[src/rtl/block_probe.sv]
// Read-side probe of a 4x4 block footprint: scans 16 pixels (x fastest) and flags non-background ones.
// Latency: done is high 16 + RD_LATENCY cycles after the start-accept edge; start is honoured only in IDLE.
module block_probe #(
  parameter int         SCREEN_W   = 160,
  parameter int         SCREEN_H   = 120,
  parameter logic [2:0] BG_COLOUR  = 3'b000,
  parameter int         RD_LATENCY = 1
) (
  input  logic        clk,
  input  logic        resetn,
  input  logic        start,
  input  logic [7:0]  x,
  input  logic [6:0]  y,
  output logic        rd_en,
  output logic [14:0] rd_addr,
  input  logic [2:0]  rd_data,
  output logic        busy,
  output logic        done,
  output logic [15:0] occ_mask,
  output logic [4:0]  occ_count,
  output logic        occupied
);

  typedef enum logic [1:0] {IDLE, SCAN, DRAIN, DONE} state_t;

  typedef struct packed {
    logic       issued;
    logic [3:0] idx;
  } pipe_t;

  localparam logic [8:0] SCR_W9 = 9'(SCREEN_W);
  localparam logic [7:0] SCR_H8 = 8'(SCREEN_H);

  state_t      state_q;
  logic [3:0]  idx_q;
  logic [7:0]  x_q;
  logic [6:0]  y_q;
  logic [1:0]  dcnt_q;
  logic        rd_en_q;
  logic [14:0] rd_addr_q;
  logic        busy_q;
  logic        done_q;
  logic [15:0] occ_mask_q;
  logic [4:0]  occ_count_q;
  logic        occupied_q;
  pipe_t       pipe_q [RD_LATENCY];

  logic [3:0]  nidx;
  logic [7:0]  bx;
  logic [6:0]  by;
  logic [15:0] nxt;
  pipe_t       tail;
  pipe_t       push;
  logic        hit;
  logic [15:0] occ_mask_d;
  logic [4:0]  occ_count_d;

  // Returns {on_screen, address}; off-screen pixels get address 0 so rd_addr never leaves 15 bits.
  function automatic logic [15:0] probe_addr(input logic [3:0] idx, input logic [7:0] ox,
                                             input logic [6:0] oy);
    logic [8:0]  px;
    logic [7:0]  py;
    logic [14:0] lin;
    px  = {1'b0, ox} + {7'd0, idx[1:0]};
    py  = {1'b0, oy} + {6'd0, idx[3:2]};
    lin = 15'(py) * 15'(SCREEN_W) + 15'(px);
    if ((px < SCR_W9) && (py < SCR_H8)) begin
      probe_addr = {1'b1, lin};
    end else begin
      probe_addr = 16'd0;
    end
  endfunction

  // The address for the pixel issued next cycle is prepared here so rd_en/rd_addr come straight from flops.
  always_comb begin
    bx   = x_q;
    by   = y_q;
    nidx = idx_q + 4'd1;
    if (state_q == IDLE) begin
      bx   = x;
      by   = y;
      nidx = 4'd0;
    end
    nxt = probe_addr(nidx, bx, by);
  end

  always_comb begin
    tail        = pipe_q[RD_LATENCY-1];
    push        = '{issued: rd_en_q, idx: idx_q};
    hit         = tail.issued && (rd_data != BG_COLOUR);
    occ_mask_d  = occ_mask_q | (16'd1 << tail.idx);
    occ_count_d = occ_count_q + 5'd1;
  end

  always_ff @(posedge clk or negedge resetn) begin
    if (!resetn) begin
      state_q     <= IDLE;
      idx_q       <= 4'd0;
      x_q         <= 8'd0;
      y_q         <= 7'd0;
      dcnt_q      <= 2'd0;
      rd_en_q     <= 1'b0;
      rd_addr_q   <= 15'd0;
      busy_q      <= 1'b0;
      done_q      <= 1'b0;
      occ_mask_q  <= 16'd0;
      occ_count_q <= 5'd0;
      occupied_q  <= 1'b0;
      for (int i = 0; i < RD_LATENCY; i++) begin
        pipe_q[i] <= '0;
      end
    end else begin
      pipe_q[0] <= push;
      for (int i = 1; i < RD_LATENCY; i++) begin
        pipe_q[i] <= pipe_q[i-1];
      end
      done_q <= 1'b0;
      if (hit) begin
        occ_mask_q  <= occ_mask_d;
        occ_count_q <= occ_count_d;
        occupied_q  <= |occ_mask_d;
      end
      case (state_q)
        IDLE: begin
          if (start) begin
            state_q     <= SCAN;
            x_q         <= x;
            y_q         <= y;
            idx_q       <= 4'd0;
            busy_q      <= 1'b1;
            occ_mask_q  <= 16'd0;
            occ_count_q <= 5'd0;
            occupied_q  <= 1'b0;
            rd_en_q     <= nxt[15];
            rd_addr_q   <= nxt[14:0];
          end
        end
        SCAN: begin
          if (idx_q == 4'd15) begin
            state_q <= DRAIN;
            rd_en_q <= 1'b0;
            dcnt_q  <= 2'(RD_LATENCY - 1);
          end else begin
            idx_q     <= idx_q + 4'd1;
            rd_en_q   <= nxt[15];
            rd_addr_q <= nxt[14:0];
          end
        end
        DRAIN: begin
          // The last read's data is at the pipeline tail on the final drain cycle.
          if (dcnt_q == 2'd0) begin
            state_q <= DONE;
            done_q  <= 1'b1;
            busy_q  <= 1'b0;
          end else begin
            dcnt_q <= dcnt_q - 2'd1;
          end
        end
        DONE: begin
          state_q <= IDLE;
        end
        default: begin
          state_q <= IDLE;
        end
      endcase
    end
  end

  assign rd_en     = rd_en_q;
  assign rd_addr   = rd_addr_q;
  assign busy      = busy_q;
  assign done      = done_q;
  assign occ_mask  = occ_mask_q;
  assign occ_count = occ_count_q;
  assign occupied  = occupied_q;

endmodule

[config.mk]
export PLATFORM = sky130hd
export DESIGN_NAME = block_probe
export DESIGN_NICKNAME = d
export VERILOG_FILES = /design/src/rtl/block_probe.sv
export SDC_FILE = /design/constraint.sdc
export NUM_CORES = 1
export LEC_CHECK = 0
export CAP_MARGIN = 20
export CELL_PAD_IN_SITES_DETAIL_PLACEMENT = 2
export CELL_PAD_IN_SITES_GLOBAL_PLACEMENT = 2
export CORE_MARGIN = 2
export CORE_UTILIZATION = 34
export DETAILED_ROUTE_END_ITERATION = 12
export GPL_ROUTABILITY_DRIVEN = 0
export PLACE_DENSITY_LB_ADDON = 0.1
export SLEW_MARGIN = 20
export SYNTH_ARGS = -nofsm -noshare
export SYNTH_HDL_FRONTEND = slang
export SYNTH_SLANG_ARGS = --single-unit
[constraint.sdc]
create_clock -name clk -period 6.05 [get_ports clk]
set_input_delay 0.605 -clock clk [delete_from_list [all_inputs] [get_ports clk]]
set_output_delay 0.605 -clock clk [all_outputs]
set_load 0.005 [all_outputs]
# Yosys cells after proc, flatten, opt, wreduce, memory -nomap -nowiden
# Index checks and enable logic that the tools add are counted.
[op_classes]
addsub = 6
n_mul = 1
order_cmp = 2
n_eq_ne = 9
shifts = 1
muxes = 34
bitwise_logic = 1
n_reduce_logical = 15
[ops]
columns = ["op", "n"]
rows = [
  ["two-way mux 16 bit", 4],
  ["two-way mux 15 bit", 2],
  ["one-hot mux 15 bit (2 select lines)", 1],
  ["bitwise OR 16 bit", 1],
  ["OR reduction 16 bit", 1],
  ["left shift 1 x 4 -> 16 bit, first input constant", 1],
  ["adder 15 x 9 -> 15 bit", 1],
  ["two-way mux 5 bit", 3],
  ["two-way mux 4 bit", 3],
  ["AND reduction 3 bit", 4],
  ["multiplier 8 x 3 -> 10 bit, second input constant", 1],
  ["two-way mux 2 bit", 5],
  ["!= test 2 bit, second input constant", 5],
  ["adder 8 x 2 -> 9 bit", 1],
  ["< comparator 9 x 8 -> 1 bit, second input constant", 1],
  ["two-way mux 1 bit", 9],
  ["adder 7 x 2 -> 8 bit", 1],
  ["< comparator 8 x 7 -> 1 bit, second input constant", 1],
  ["two-way mux 8 bit", 1],
  ["one-hot mux 2 bit (4 select lines)", 1],
  ["one-hot mux 4 bit (2 select lines)", 1],
  ["two-way mux 7 bit", 1],
  ["nonzero test 2 bit", 3],
  ["adder 5 x 1 -> 5 bit, second input constant", 1],
  ["11 further kinds", 16],
]
[word_totals]
ff_bits = 68
in_bits = 21
output_inout_bits = 40
wordCells = 83

# Longest topological paths before layout
# Gate-level depths: netlist (run 1).
[logic_depth]
ltp_word = 8
ltp_mapped = 21
depth_no_buf = 17

# Least setup slack after synthesis (run 1)
# OpenSTA, ideal clock, no wires.
[synth_timing]
path_type = "register to register"
start = "reg state_q[0]"
end = "reg rd_addr_q[14] (netlist: rd_addr[14])"
setup_ns = 0.121
arrival_ns = 4.437
t_required_ns = 5.929
path_slack_ns = 1.492
stages_incl_launch_ff = 20
n_path_buf = 4
period_less_slack_ns = 4.558
cell_sequence = "dfrtp_1 -> inv_1 -> ha_1 -> buf_6 -> buf_8 -> buf_6 -> clkbuf_1 -> mux2_2 -> ha_1 -> fa_1 -> xnor2_1 -> nor2_1 -> xnor2_1 -> ha_1 -> a211oi_1 -> nor2_1 -> nor4_1 -> nand3_1 -> xnor2_1 -> a22o_1"
[synth_between]
elab_chain_len = 8
elab_cells_between_ends = 20
classes_between = "add/sub: 3; mul: 1; order compare: 2; eq/ne: 3; mux: 7; reduce/logical: 4"
[synth_rtl]
columns = ["element", "line_no", "text"]
rows = [
  ["start: declaration", "34", "state_t state_q;"],
  ["start signal: assignment", "97", "state_q <= IDLE;"],
  ["start signal: assignment", "126", "state_q <= SCAN;"],
  ["start signal: assignment", "140", "state_q <= DRAIN;"],
  ["zero test 2 bit", "79, 123", ""],
  ["two-way mux 7 bit (tied with other cells)", "79", "if (state_q == IDLE) begin"],
  ["adder 7 x 2 -> 8 bit / adder 8 x 2 -> 9 bit (equally long branches)", "65, 64", ""],
  ["multiplier 8 x 3 -> 10 bit (tied with other cells)", "66", "lin = 15'(py) * 15'(SCREEN_W) + 15'(px);"],
  ["adder 15 x 9 -> 15 bit / logical AND 1 bit (equally long branches)", "66, 67", ""],
  ["two-way mux 16 bit", "67", "if ((px < SCR_W9) && (py < SCR_H8)) begin"],
  ["two-way mux 15 bit, on equally long branches", "139, 125", ""],
  ["one-hot mux 15 bit (2 select lines)", "123", "case (state_q)"],
  ["end signal: assignment", "135", "rd_addr_q <= nxt[14:0];"],
  ["end signal: assignment", "146", "rd_addr_q <= nxt[14:0];"],
  ["end: declaration", "40", "logic [14:0] rd_addr_q;"],
]
# Parallel ways exist; a longest one is shown, timed or not. The select of a mux whose other input is x is not followed.
# A chain may end at the register's enable or synchronous reset.

# Final worst setup path (run 1)
# Same ends and word-level chain as after synthesis.

==> impl_metrics.env, run 1 <==
export IMPL_outcome="completed"
export IMPL_multi_input_area_mm2=0.00211
export IMPL_dr_first_iter_drc_count=134
export IMPL_start_util_pct=34.7
export IMPL_cp_arrival_ps=5090
export IMPL_p_leak_uw=0.00223
export IMPL_worstRegToRegCells=16
export IMPL_antenna_found_initial=0
export IMPL_r2r_slack_ps=1200
export IMPL_worstSetupPathType="flop to flop"
export IMPL_fmax_mhz=206
export IMPL_hold_start="rd_en"
export IMPL_tightest_slew_ps=891
export IMPL_final_nets=511
export IMPL_yosysSeqAreaShare_pct=43.1
export IMPL_ctsResizeCount=0
export IMPL_timing_rr_end="rd_addr[14]"
export IMPL_hold_path_end="pipe_q[4]"
export IMPL_first_global_vias=3607
export IMPL_overflow=0
export IMPL_clockBufferDepth=2
export IMPL_drtPass1Iterations=4
export IMPL_cp_slowest_cell="ha_1"
export IMPL_final_antenna_net_count=0
export IMPL_cts_num_sinks=68
export IMPL_cts_tree="built"
export IMPL_drc_errors=0
export IMPL_cts_max_level=3
export IMPL_final_layout_size_suffix_gt1_share_pct=8.10
export IMPL_cp_max_fo=25
export IMPL_cts_buffers=9
export IMPL_crit_family="adder cells"
export IMPL_crit_chain="inv_1 -> ha_1 -> buf_4 -> nor2_1 -> ha_1 -> fa_1 -> xnor2_1 -> nor2_1 -> xnor2_1 -> ha_1 -> a211oi_1 -> nor2_1 -> nor4_1 -> nand3_1 -> xnor2_1 -> a22o_1"
export IMPL_synth_edf_count=0
export IMPL_fin_ws_ps=1200
export IMPL_avgSynthCellArea_um2=9.74
export IMPL_insertion_delay_ps=350
export IMPL_viasPerCell=5.25
export IMPL_r2r_start="state_q[0]"
export IMPL_ioPinCount=61
export IMPL_diodes=0
export IMPL_relSlewSlack_pct=40.6
export IMPL_vias=3211
export IMPL_fin_worst_skew_ps=9.21
export IMPL_crit_path_max_incr_delay_ps=560
export IMPL_worstHoldPathCells=0
export IMPL_report_final_slew_viol_count=0
export IMPL_area_growth_pct=25.5
export IMPL_min_period_over_period_pct=80.2
export IMPL_pwr_density_cell_mw_per_mm2=727
export IMPL_drt_total_wl_mm=11.1
export IMPL_setup_viol=0
export IMPL_num_rows=39
export IMPL_clk_pin_slew_ps=60
export IMPL_die_area_mm2=0.0125
export IMPL_hold_viol=0
export IMPL_finish_utilization_pct=43.5
export IMPL_rsz0062_at_grt="false"
export IMPL_maxCapViolCount=0
export IMPL_seq_area_mm2=0.00170
export IMPL_die_h_um=112
export IMPL_finalSetupTns_ps=0
export IMPL_required_ps=6280
export IMPL_post_cts_buffers=0
export IMPL_syn_nets=452
export IMPL_cp_start_kind="flop"
export IMPL_hp_class="flop to flop"
export IMPL_dp_hpwl_mm=7.92
export IMPL_wl_per_cell_um=18.1
export IMPL_synthArstFlopShare_pct=100
export IMPL_core_mm2=0.0114
export IMPL_grt_max_degree=69
export IMPL_crit_buf_inv=2
export IMPL_syn_cell_area_mm2=0.00395
export IMPL_synth_cell_types=55
export IMPL_track_usage_pct=19.0
export IMPL_synthCells=405
export IMPL_cts_hold_buf=0
export IMPL_synth_main_ff_cell="dfrtp_1"
export IMPL_die_w_um=112
export IMPL_peakVddDrop_uv=262
export IMPL_crit_path_end_kind="flop"
export IMPL_yosys_warnings=0
export IMPL_fin_crit_ps=4850
export IMPL_cts_root_buf="clkbuf_16"
export IMPL_ys_ff_latch=68
export IMPL_place_worst_setup_slack_ps=1200
export IMPL_grt_pass1_wl_mm=18.7
export IMPL_portBuffers=60
export IMPL_fillers=1240
-- where the power goes --
part	leakage, µW	internal [µW]	switching (µW)
Combinational	0.00122	1020	1230
Clock	0.000138	320	217
Sequential	0.000869	654	152
Total	0.00223	2000	1600
-- cells in the mapped netlist, types with 7 or more instances --
cell type | instances | area, µm²
dfrtp_1 | 68 | 1700
nand2_1 | 61 | 229
nor2_1 | 46 | 173
a21oi_1 | 26 | 130
ha_1 | 22 | 275
a22o_1 | 17 | 149
xnor2_1 | 17 | 149
inv_1 | 13 | 48.8
xor2_1 | 13 | 114
o21ai_0 | 10 | 50.1
clkbuf_1 | 9 | 33.8
mux2i_1 | 9 | 90.1
nand3_1 | 8 | 40.0
a21o_1 | 7 | 52.6
mux2_2 | 7 | 78.8
-- cell type report --
type                       count  share of cell area, %
timing repair buffer          62                   12.3
multi-input combinational    310                   42.6
inverter                      13                  0.986
clock inverter                 7                   1.52
tap                          143                   3.61
clock buffer                   9                   4.55
sequential                    68                   34.4
-- worst max path at each step --
stage,start,to,slack (ps),cells after the start
after floorplan,state_q[0],rd_addr[14],1490,19
after global placement,state_q[0],rd_addr[14],1380,17
after detailed placement,state_q[0],rd_addr[14],1200,16
after CTS,state_q[0],rd_addr[14],1130,16
after global routing,state_q[0],rd_addr[14],720,16
final,state_q[0],rd_addr[14],1200,16
-- per-stage QoR --
| stage | hold WS (ps) | std cells | instance area [µm²] | power, µW |
|---|---|---|---|---|
| 6_report | 433 | 612 | 4950 | 3600 |
| 3_3_place_gp | 422 | 596 | 4650 | 2940 |
| 5_1_grt | 460 | 612 | 4950 | 3940 |
| 3_5_place_dp | 421 | 596 | 4650 | 3040 |
| 4_1_cts | 434 | 612 | 4950 | 3660 |
| 2_1_floorplan | 309 | 405 | 3950 | 2390 |
-- sequential cells by signal, summed over array words and instances, names as in the netlist --
register	count
busy	1
dcnt_q	2
done	1
idx_q	4
occ_count	5
occ_mask	16
occupied	1
pipe_q	5
rd_addr	15
rd_en	1
state_q	2
x_q	8
y_q	7
-- layer usage --
metal / up-vias / global-route usage (%) / part of all wire, %
met1: 1621 / 23.4 / 45
met4: 0 / 6.42 / 1.5
met3: 11 / 4.63 / 3.5
met2: 52 / 32.6 / 50
li1: 1527 / - / -
met5: - / 0 / 0
-- logic make-up (layout without fill, tap and decap cells) --
family	after synthesis	in the layout	share of synthesized area, %
muxes	17	17	4.63
xor gates and xnor gates	30	30	6.66
adders and majority gates	26	26	9.01
other	1	1	0.0951
AOI/OAI and AO/OA	86	86	15.4
buffers and inverters	27	91	3.43
DFF	68	68	43.1
and+or+nand+nor	150	150	17.7
-- cells in the final DEF, fill, tap and decap left out, types with 2 or more instances in the layout --
cell and count:
clkdlybuf4s50_1 59, clkbuf_16 9, buf_4 2, inv_1 13
a221oi_1 2, dfrtp_1 68, nand2b_1 2, and3_1 2
clkinvlp_4 3, mux2_2 7, ha_1 22, fa_1 4
nand3b_1 2, and2_1 3, nand3_1 8, nor2_1 46
xor2_1 13, nor2b_1 5, mux2i_1 9, o21ai_0 10
o31ai_1 2, a22o_1 17, a211oi_1 4, nand4_1 3
a21oi_1 26, and2b_1 2, a31oi_1 6, nand2_1 61
xnor2_1 17, nor3_1 5, a21o_1 7
Power figures use the tool's default switching activity.
==> run 2: changes to the inputs <==
- CORE_UTILIZATION: 34 -> 31
- clock period: 6.05 -> 4.16 ns (I/O delays scaled with it)
==> run 2 against run 1 <==
Routed wire length decreased by 1.2%. Critical path depth increased by 1. Combinational power increased by 63%. Largest cell class unchanged. Largest power group unchanged. Highest routed layer unchanged.
==> impl_metrics.env, run 2 (synthesis results as in run 1) <==
export IMPL_fmax_mhz=247
export IMPL_dp_hpwl_mm=8.03
export IMPL_maxCapViolCount=0
export IMPL_finish_utilization_pct=41.6
export IMPL_fin_worst_skew_ps=7.89
export IMPL_insertion_delay_ps=340
export IMPL_p_leak_uw=0.00231
export IMPL_drc_errors=0
export IMPL_diodes=0
export IMPL_start_util_pct=31.5
export IMPL_hp_class="input pin to async pin"
export IMPL_cp_arrival_ps=4280
export IMPL_multi_input_area_mm2=0.00223
export IMPL_instances_no_fill=652
export IMPL_grt_max_degree=45
export IMPL_final_layout_size_suffix_gt1_share_pct=14.2
export IMPL_drt_total_wl_mm=10.9
export IMPL_vias=3222
export IMPL_final_common_cell="dfrtp_1"
export IMPL_layout_common_cells="dfrtp_1, nand2_1, clkdlybuf4s50_1"
export IMPL_track_usage_pct=17.5
export IMPL_ioPinCount=61
export IMPL_viasPerCell=4.94
export IMPL_clockBufferDepth=2
export IMPL_tightest_slew_ps=712
export IMPL_dpl_instance_area_mm2=0.00483
export IMPL_cts_buffers=9
export IMPL_crit_path_end_kind="flop"
export IMPL_rsz0062_at_grt="true"
export IMPL_largest_register_ffs=16
export IMPL_grt_pass1_wl_mm=18.2
export IMPL_fillers=1387
export IMPL_die_h_um=117
export IMPL_finalSetupTns_ps=0
export IMPL_outcome="completed"
export IMPL_cts_max_level=3
export IMPL_peakVddDrop_uv=351
export IMPL_seq_area_mm2=0.00170
export IMPL_drtPass1Iterations=3
export IMPL_relSlewSlack_pct=52.5
export IMPL_portBuffers=60
export IMPL_required_ps=4390
export IMPL_cts_root_buf="clkbuf_16"
export IMPL_num_rows=41
export IMPL_die_area_mm2=0.0136
export IMPL_cp_max_fo=4
export IMPL_pwr_density_cell_mw_per_mm2=1070
export IMPL_cts_num_sinks=68
export IMPL_final_nets=523
export IMPL_wl_per_cell_um=16.8
export IMPL_fin_crit_ps=4040
export IMPL_min_period_over_period_pct=97.2
export IMPL_worstRegToRegCells=17
export IMPL_first_global_vias=3555
export IMPL_cts_tree="built"
export IMPL_overflow=0
export IMPL_antenna_found_initial=0
export IMPL_final_antenna_net_count=0
export IMPL_report_final_slew_viol_count=0
export IMPL_hold_viol=0
export IMPL_cp_start_kind="flop"
export IMPL_die_w_um=117
export IMPL_stdcell_area_mm2=0.00520
export IMPL_place_inst=635
export IMPL_setup_viol=0
export IMPL_core_mm2=0.0125
export IMPL_worstSetupPathType="flop to flop"
export IMPL_area_growth_pct=31.9
export IMPL_dr_first_iter_drc_count=79
export IMPL_clk_pin_slew_ps=60
run 2: critical path, cell delays in order, from the launching register on:
cell     delay, ps
dfrtp_1        400
inv_1          120
ha_4           190
mux2_2         370
ha_1           290
a21oi_2        190
nor2_2          80
xor2_1         230
inv_1           70
ha_1           290
ha_1           310
ha_1           350
a21o_1         180
a31oi_1        330
nor4_4          60
buf_4          140
xor2_1         140
a22o_1         200
run 2: metal layers:
| layer | vias up | global-route usage (%) | wire (µm) |
|---|---|---|---|
| met3 | 9 | 3.96 | 362 |
| met1 | 1610 | 22.2 | 5070 |
| li1 | 1552 | - | - |
| met2 | 51 | 29.6 | 5350 |
| met5 | - | 0 | 0 |
| met4 | 0 | 5.65 | 143 |
run 2: worst paths after layout:
check | slack (ps) | from | endpoint
max reg2reg | 120 | state_q[0] | rd_addr[12]
min | 80 | resetn | occ_mask[6]
max | 120 | state_q[0] | rd_addr[12]
min reg2reg | 440 | rd_en | pipe_q[4]
min in group clk | 440 | rd_en | pipe_q[4]
max in group asynchronous | 3310 | resetn | occ_count[2]
run 2: repair_timing:
| action | 4_1_cts | 5_1_grt |
|---|---|---|
| cloned | 0 | 0 |
| setup endpoints to repair | 1 | 4 |
| pin swaps | 1 | 3 |
| hold buffers | 0 | 0 |
| resized for setup | 3 | 10 |
| buffers inserted | 0 | 2 |
run 2: where the power goes:
group          switching, µW  internal [µW]  leakage (µW)
logic                   1940           1730       0.00131
clock network            304            460      0.000134
registers                204            952      0.000869
total                   2450           3140       0.00231
run 2: per-stage QoR:
stage          worst slack, ps  hold slack (ps)  power, µW
6_report                   118             75.0       5590
5_1_grt                  -86.8              109       6140
3_3_place_gp              81.2              423       4530
3_5_place_dp             -11.3              424       4660
2_1_floorplan             19.0              120       3610
4_1_cts                   19.7              293       5570
run 2: cell type report:
| cell class | instances | area share (%) |
|---|---|---|
| clock inverter | 6 | 1.27 |
| inverter | 13 | 0.938 |
| timing repair buffer | 74 | 13.8 |
| multi-input combinational | 310 | 42.9 |
| tap | 172 | 4.14 |
| clock buffer | 9 | 4.33 |
| sequential | 68 | 32.7 |
==> run 3: changes to the inputs <==
- CTS_CLUSTER_SIZE: default -> 10
==> results of run 3 <==
Same layout as run 2: the final DEF is identical, and so are final timing and power.
